==> src/rtl/morph_pkg.sv <==
// rtl/morph_pkg.sv - shared encodings and constants for the morph_nxn block
package morph_pkg;

    localparam logic MORPH_DILATE = 1'b0;
    localparam logic MORPH_ERODE  = 1'b1;
    localparam int   LATENCY      = 3;

    // Padding must be the identity of the reduction: 0 for OR, 1 for AND.
    function automatic logic pad_of(input logic mode);
        return (mode == MORPH_ERODE);
    endfunction

endpackage

==> src/rtl/morph_window.sv <==
// rtl/morph_window.sv - line buffers, KSIZE x KSIZE window, raster counters and border padding
module morph_window
    import morph_pkg::*;
#(
    parameter int H_DISP = 640,
    parameter int V_DISP = 480,
    parameter int KSIZE  = 3
) (
    input  logic                     clk,
    input  logic                     rst_n,
    input  logic                     mode,
    input  logic                     in_de,
    input  logic                     in_vsync,
    input  logic                     pix,
    output logic [KSIZE*KSIZE-1:0]   win,
    output logic                     win_valid,
    output logic                     win_mode
);

    localparam int KM1 = KSIZE - 1;
    localparam int CW  = $clog2(H_DISP);
    localparam int RW  = $clog2(V_DISP);

    logic            vsync_q;
    logic            mode_q;
    logic [CW-1:0]   col_cnt;
    logic [RW-1:0]   row_cnt;
    logic            vs_rise;
    logic [CW-1:0]   col_eff;
    logic [RW-1:0]   row_eff;
    logic            mode_eff;
    logic            pad;

    // lb[c] bit k holds the pixel of row r-1-k at column c.
    logic [KM1-1:0]        lb [H_DISP];
    logic [KSIZE-1:0]      col_new;
    logic [KM1*KSIZE-1:0]  hist;
    logic [KSIZE*KSIZE-1:0] win_d;

    // A pixel coinciding with the vsync edge already belongs to the new frame.
    assign vs_rise  = in_vsync & ~vsync_q;
    assign col_eff  = vs_rise ? '0 : col_cnt;
    assign row_eff  = vs_rise ? '0 : row_cnt;
    assign mode_eff = vs_rise ? mode : mode_q;
    assign pad      = pad_of(mode_eff);

    assign col_new[KM1] = pix;
    for (genvar gk = 0; gk < KM1; gk++) begin : g_lb_rd
        assign col_new[KM1-1-gk] = (int'(row_eff) < gk + 1) ? pad : lb[col_eff][gk];
    end

    // hist column j holds image column c-(KM1-j); columns left of the frame are padded.
    for (genvar gi = 0; gi < KSIZE; gi++) begin : g_row
        assign win_d[gi*KSIZE+KM1] = col_new[gi];
        for (genvar gj = 0; gj < KM1; gj++) begin : g_col
            assign win_d[gi*KSIZE+gj] = (int'(col_eff) < KM1 - gj) ? pad : hist[gj*KSIZE+gi];
        end
    end

    always_ff @(posedge clk) begin
        if (in_de) begin
            lb[col_eff] <= {lb[col_eff][KM1-2:0], pix};
        end
    end

    always_ff @(posedge clk or negedge rst_n) begin
        if (!rst_n) begin
            vsync_q   <= 1'b0;
            mode_q    <= MORPH_DILATE;
            col_cnt   <= '0;
            row_cnt   <= '0;
            hist      <= '0;
            win       <= '0;
            win_valid <= 1'b0;
            win_mode  <= MORPH_DILATE;
        end else begin
            vsync_q   <= in_vsync;
            win_valid <= in_de;
            if (vs_rise) begin
                col_cnt <= '0;
                row_cnt <= '0;
                mode_q  <= mode;
            end
            if (in_de) begin
                hist     <= {col_new, hist[KM1*KSIZE-1:KSIZE]};
                win      <= win_d;
                win_mode <= mode_eff;
                if (col_eff == CW'(H_DISP - 1)) begin
                    col_cnt <= '0;
                    row_cnt <= (row_eff == RW'(V_DISP - 1)) ? '0 : row_eff + RW'(1);
                end else begin
                    col_cnt <= col_eff + CW'(1);
                    row_cnt <= row_eff;
                end
            end
        end
    end

endmodule

==> src/rtl/morph_nxn.sv <==
// rtl/morph_nxn.sv - binary dilate/erode over a KSIZE x KSIZE window; MORPH_FG_CNT_EN adds fg_count
module morph_nxn
    import morph_pkg::*;
#(
    parameter int H_DISP = 640,
    parameter int V_DISP = 480,
    parameter int KSIZE  = 3,
    parameter int DATA_W = 8
) (
    input  logic              clk,
    input  logic              rst_n,
    input  logic              mode,
    input  logic              in_de,
    input  logic              in_hsync,
    input  logic              in_vsync,
    input  logic [DATA_W-1:0] in_data,
    output logic              out_de,
    output logic              out_hsync,
    output logic              out_vsync,
    output logic [DATA_W-1:0] out_data
`ifdef MORPH_FG_CNT_EN
    ,
    output logic [$clog2(H_DISP*V_DISP+1)-1:0] fg_count
`endif
);

    if (KSIZE != 3 && KSIZE != 5) begin : g_bad_ksize
        $error("morph_nxn: KSIZE must be 3 or 5");
    end

    logic [KSIZE*KSIZE-1:0] win;
    logic                   win_valid;
    logic                   win_mode;
    logic [KSIZE-1:0]       row_red_d;
    logic [KSIZE-1:0]       row_red_q;
    logic                   s1_mode;
    logic                   s1_valid;
    logic                   res_q;
    logic [LATENCY-1:0]     de_sr;
    logic [LATENCY-1:0]     hs_sr;
    logic [LATENCY-1:0]     vs_sr;

    morph_window #(
        .H_DISP (H_DISP),
        .V_DISP (V_DISP),
        .KSIZE  (KSIZE)
    ) u_window (
        .clk       (clk),
        .rst_n     (rst_n),
        .mode      (mode),
        .in_de     (in_de),
        .in_vsync  (in_vsync),
        .pix       (|in_data),
        .win       (win),
        .win_valid (win_valid),
        .win_mode  (win_mode)
    );

    for (genvar gi = 0; gi < KSIZE; gi++) begin : g_red
        assign row_red_d[gi] = (win_mode == MORPH_DILATE) ? |win[gi*KSIZE +: KSIZE]
                                                          : &win[gi*KSIZE +: KSIZE];
    end

    // Result is forced low in blanking so out_data is clean when out_de is low.
    always_ff @(posedge clk or negedge rst_n) begin
        if (!rst_n) begin
            row_red_q <= '0;
            s1_mode   <= MORPH_DILATE;
            s1_valid  <= 1'b0;
            res_q     <= 1'b0;
            de_sr     <= '0;
            hs_sr     <= '0;
            vs_sr     <= '0;
        end else begin
            row_red_q <= row_red_d;
            s1_mode   <= win_mode;
            s1_valid  <= win_valid;
            res_q     <= s1_valid & ((s1_mode == MORPH_DILATE) ? |row_red_q : &row_red_q);
            de_sr     <= {de_sr[LATENCY-2:0], in_de};
            hs_sr     <= {hs_sr[LATENCY-2:0], in_hsync};
            vs_sr     <= {vs_sr[LATENCY-2:0], in_vsync};
        end
    end

    assign out_de    = de_sr[LATENCY-1];
    assign out_hsync = hs_sr[LATENCY-1];
    assign out_vsync = vs_sr[LATENCY-1];
    assign out_data  = {DATA_W{res_q}};

`ifdef MORPH_FG_CNT_EN
    localparam int FG_W = $clog2(H_DISP*V_DISP+1);

    logic            out_vsync_q;
    logic [FG_W-1:0] fg_acc;
    logic            hit;
    logic            ovs_rise;

    assign hit      = out_de & res_q;
    assign ovs_rise = out_vsync & ~out_vsync_q;

    always_ff @(posedge clk or negedge rst_n) begin
        if (!rst_n) begin
            out_vsync_q <= 1'b0;
            fg_acc      <= '0;
            fg_count    <= '0;
        end else begin
            out_vsync_q <= out_vsync;
            if (ovs_rise) begin
                fg_count <= fg_acc;
                fg_acc   <= hit ? FG_W'(1) : '0;
            end else if (hit) begin
                fg_acc <= fg_acc + FG_W'(1);
            end
        end
    end
`endif

endmodule
==> config.mk <==
export PLATFORM = sky130hd
export DESIGN_NAME = morph_nxn
export DESIGN_NICKNAME = d
export VERILOG_FILES = /design/src/rtl/morph_pkg.sv /design/src/rtl/morph_window.sv /design/src/rtl/morph_nxn.sv
export SDC_FILE = /design/constraint.sdc
export NUM_CORES = 2
export LEC_CHECK = 0
export ABC_CLOCK_PERIOD_IN_PS = 27400
export CAP_MARGIN = 40
export CORE_MARGIN = 1
export CORE_UTILIZATION = 60
export DETAILED_ROUTE_END_ITERATION = 16
export PLACE_DENSITY = 0.77
export SKIP_LAST_GASP = 1
export SLEW_MARGIN = 5
export SYNTH_ARGS = -nofsm -noshare
export SYNTH_HDL_FRONTEND = slang
export SYNTH_SLANG_ARGS = --single-unit
==> constraint.sdc <==
create_clock -name clk -period 27.4 [get_ports clk]
set_clock_uncertainty 0.2 [all_clocks]
set_input_delay 6.85 -clock clk [delete_from_list [all_inputs] [get_ports clk]]
set_output_delay 6.85 -clock clk [all_outputs]
set_load 0.005 [all_outputs]
==> flow_metrics.py <==
metrics = {
    "critical_path": {
        "cp_top_family": "buffers and inverters",
        "crit_arrival_ps": 13540,
        "cp_cell_sequence": "clkdlybuf4s50_1 -> nor2b_4 -> buf_12 -> buf_4 -> nor2_4 -> inv_4 -> buf_4 -> o221ai_1 -> a211o_1 -> or4_1 -> o311ai_0 -> o311a_1 -> o32a_1 -> a21boi_4 -> buf_4 -> buf_16 -> buf_4",
        "path_class": "primary input to flop",
        "start_kind": "primary input",
        "end_kind": "flop",
        "crit_fanout": 87,
        "path_buf_inv": 8,
        "cpMostUsedCell": "buf_4",
        "cpMaxStageDelayCell": "buf_4",
        "slowest_delay_ps": 660,
        "required_ps": 27560,
    },
    "cts": {
        "cts_tree": "built",
        "clk_pin_slew_ps": 60,
        "holdBufCountCts": 0,
        "cts_setup_buffers": 0,
        "postCtsResizedCells": 0,
        "cts-root-buf": "clkbuf_16",
        "cts_num_sinks": 1327,
        "htree_num_levels": 4,
        "cts_buffer_depth": 3,
        "cts_buffers": 132,
        "clk_latency_ps": 750,
    },
    "run": {
        "maxCapViolations": 0,
    },
    "placement": {
        "place_hpwl_microns": 104000,
        "pre_cts_ws_ps": 13770,
        "numPortBuffers": 24,
        "place.gp.congestion": 0.979,
        "placed_area_sq_mm": 0.0571,
    },
    "floorplan": {
        "die_h_microns": 306,
        "fp.dieW_microns": 306,
        "start_util_pct": 60.6,
        "die_area_sq_mm": 0.0938,
        "core_sq_mm": 0.0917,
        "rows": 111,
        "pin_count": 25,
    },
    "grt": {
        "antenna_found_initial": 7,
        "grt_pass1_vias": 36400,
        "grt_pass1_wl_microns": 253000,
        "grt_start_max_net_pins": 267,
        "grt_usage_pct": 38.1,
        "overflow": 0,
    },
    "route": {
        "drc": 0,
        "first_pass_iters": 7,
        "wl_per_cell_microns": 34.3,
        "drt-vias-per-instance": 7.32,
        "vias": 38300,
        "ant_nets": 0,
        "first_iter_violations": 8124,
        "totalWireLength_microns": 180000,
    },
    "pwr": {
        "seqPwrFrac_pct": 49.9,
        "clkPwrFrac_pct": 37.2,
        "p_comb_share_pct": 13.0,
        "p_leak_uw": 0.0208,
        "swShare_pct": 26.3,
        "peakVddDrop_mv": 0.0689,
        "p_per_area_mw_per_mm2": 76.5,
        "power.internal_uw": 3450,
        "power_switching_uw": 1230,
    },
    "sta": {
        "finalCritPeriodShare_pct": 48.8,
        "max_freq_mhz": 74.8,
        "fin_crit_ps": 13370,
        "hold_ws_ps": 149,
        "setup_tns_ps": 0,
        "slew_headroom_pct": 9.92,
        "tightest_slew_ps": 1350,
        "setup_ws_ps": 14030,
        "rsz0062_at_grt": "false",
        "finalHoldViolCount": 0,
        "setup_viol": 0,
        "finalMaxSlewViolations": 0,
    },
    "yosys": {
        "yosysUniqueCellTypes": 87,
        "syn-mean-instance-area_sq_um": 13.9,
        "async_reset_ff_share_pct": 3.54,
        "yosys_warnings": 0,
        "synth_area_sq_mm": 0.0556,
        "ys_dominant_reg_cell": "edfxtp_1",
        "synth_fp_nets": 4014,
        "synth_seq_cells": 1327,
        "ys_seq_area_share_pct": 71.3,
        "syn_inst": 3994,
        "synth-edff-count": 1280,
    },
    "finish": {
        "fin_nets": 3960,
        "design_area_sq_mm": 0.0612,
        "area_growth_pct": 10.1,
        "drive_gt1_share_pct": 11.6,
        "fillers": 6157,
    },
    "status": {
        "outcome": "completed",
    },
    "hold_path": {
        "min_path_type": "flop to flop",
    },
}
[power groups by stage]
stage	Clock (uW)	Combinational (uW)	Sequential [uW]
final	1740	607	2340
after global routing	1810	611	2330
after CTS	1740	575	2330
after detailed placement	0	571	2380
after global placement	0	560	2380
after floorplan	0	358	2420
[synthesized netlist by cell type, drive strengths merged, types with 7 or more instances]
cell | n | area (sq um)
edfxtp | 1280 | 38400
o21ai | 83 | 415
a221o | 11 | 110
a2bb2oi | 13 | 114
a31oi | 24 | 150
nand3 | 39 | 195
o311ai | 7 | 61.3
mux4 | 28 | 631
o22a | 8 | 70.1
a311oi | 11 | 96.3
nor3 | 23 | 140
xnor2 | 8 | 70.1
nand4 | 14 | 87.6
nand2 | 214 | 806
o221ai | 110 | 963
nor4 | 19 | 119
dfrtp | 47 | 1180
mux2 | 68 | 766
o21a | 9 | 67.6
o22ai | 117 | 732
a2111oi | 7 | 73.8
nor2 | 784 | 2970
and3 | 21 | 131
a21oi | 165 | 830
buf | 169 | 1050
mux2i | 229 | 2290
nor2b | 22 | 145
nand2b | 12 | 75.1
clkbuf | 181 | 679
or3 | 9 | 56.3
a22oi | 13 | 97.6
a221oi | 19 | 166
a211oi | 59 | 443
and2 | 11 | 68.8
o211ai | 43 | 323
inv | 21 | 81.3
[final timing paths]
check | slack (ps) | cells past startpoint | end | from
max | 14030 | 17 | u_window.lb[441][1] | in_vsync
min | 150 | 0 | de_sr[1] | de_sr[0]
max reg2reg | 19440 | 16 | u_window.lb[441][1] | u_window.col_cnt[0]
min reg2reg | 150 | 0 | de_sr[1] | de_sr[0]
max in group asynchronous | 20400 | 2 | u_window.col_cnt[2] | rst_n
min in group asynchronous | 6050 | 2 | s1_mode | rst_n
[area by class of cell]
cell class                 instances  area (sq um)  share of cell area (%)
sequential                      1327         39600                    64.7
multi-input combinational       2296         14300                    23.3
clock buffer                     166          3520                    5.74
timing repair buffer             162          1620                    2.64
tap                             1186          1480                    2.42
clock inverter                    71           581                   0.949
inverter                          21          86.3                   0.141
antenna                            6          15.0                  0.0245
[state kept, by name, summed over array words and instances, names as in the netlist]
name / flops
u_window.lb: 1280
u_window.col_cnt: 10
u_window.row_cnt: 9
u_window.hist: 6
u_window.win: 6
de_sr: 3
hs_sr: 3
row_red_q: 3
vs_sr: 3
res_q: 1
s1_mode: 1
u_window.mode_q: 1
u_window.win_mode: 1
[layer usage]
layer | GRT usage (%) | up-vias | share of wire (%) | wire length (microns)
met4 | 24.9 | 16 | 8.2 | 14800
li1 | - | 15100 | - | -
met3 | 13.8 | 909 | 17 | 30400
met1 | 49.3 | 18400 | 33 | 58400
met2 | 54.4 | 3884 | 42 | 75900
met5 | 0.672 | - | 0.083 | 150
[stage by stage]
step	total power, uW	instances	util, %
finish	4680	5235	66.8
floorplan	2780	3994	-
CTS	4650	5228	66.7
global route	4760	5230	66.8
global placement	2940	4971	61.8
detailed placement	2950	4991	62.3
[cell families (layout without fill, tap and decap cells)]
family,Yosys count,count (layout),share of synthesized area (%)
buffers and inverters,371,420,3.26
AO/OA/AOI/OAI,766,766,9.59
flip-flops,1327,1327,71.3
AND/OR/NAND/NOR,1187,1187,8.89
XOR/XNOR,12,12,0.189
other,0,6,0
multiplexers,325,325,6.64
adder cells (fa/ha/maj),6,6,0.135
[cells in the final DEF, fill, tap and decap left out, types with 23 or more instances in the layout]
cell,Yosys,layout
clkinv_1,0,24
o21ai_0,81,81
clkdlybuf4s50_1,0,23
o211ai_1,43,43
o22ai_1,117,117
o221ai_1,110,110
clkbuf_1,181,30
mux2i_1,229,229
mux4_2,28,28
edfxtp_1,1280,1280
nand2_1,213,207
mux2_2,68,68
a21oi_1,164,161
nand3_1,39,38
a211oi_1,59,59
clkbuf_16,0,136
dfrtp_1,47,44
nor2_1,780,778
clkinv_2,0,27
buf_4,49,111
a31oi_1,24,24
(Power assumes the default switching activity.)
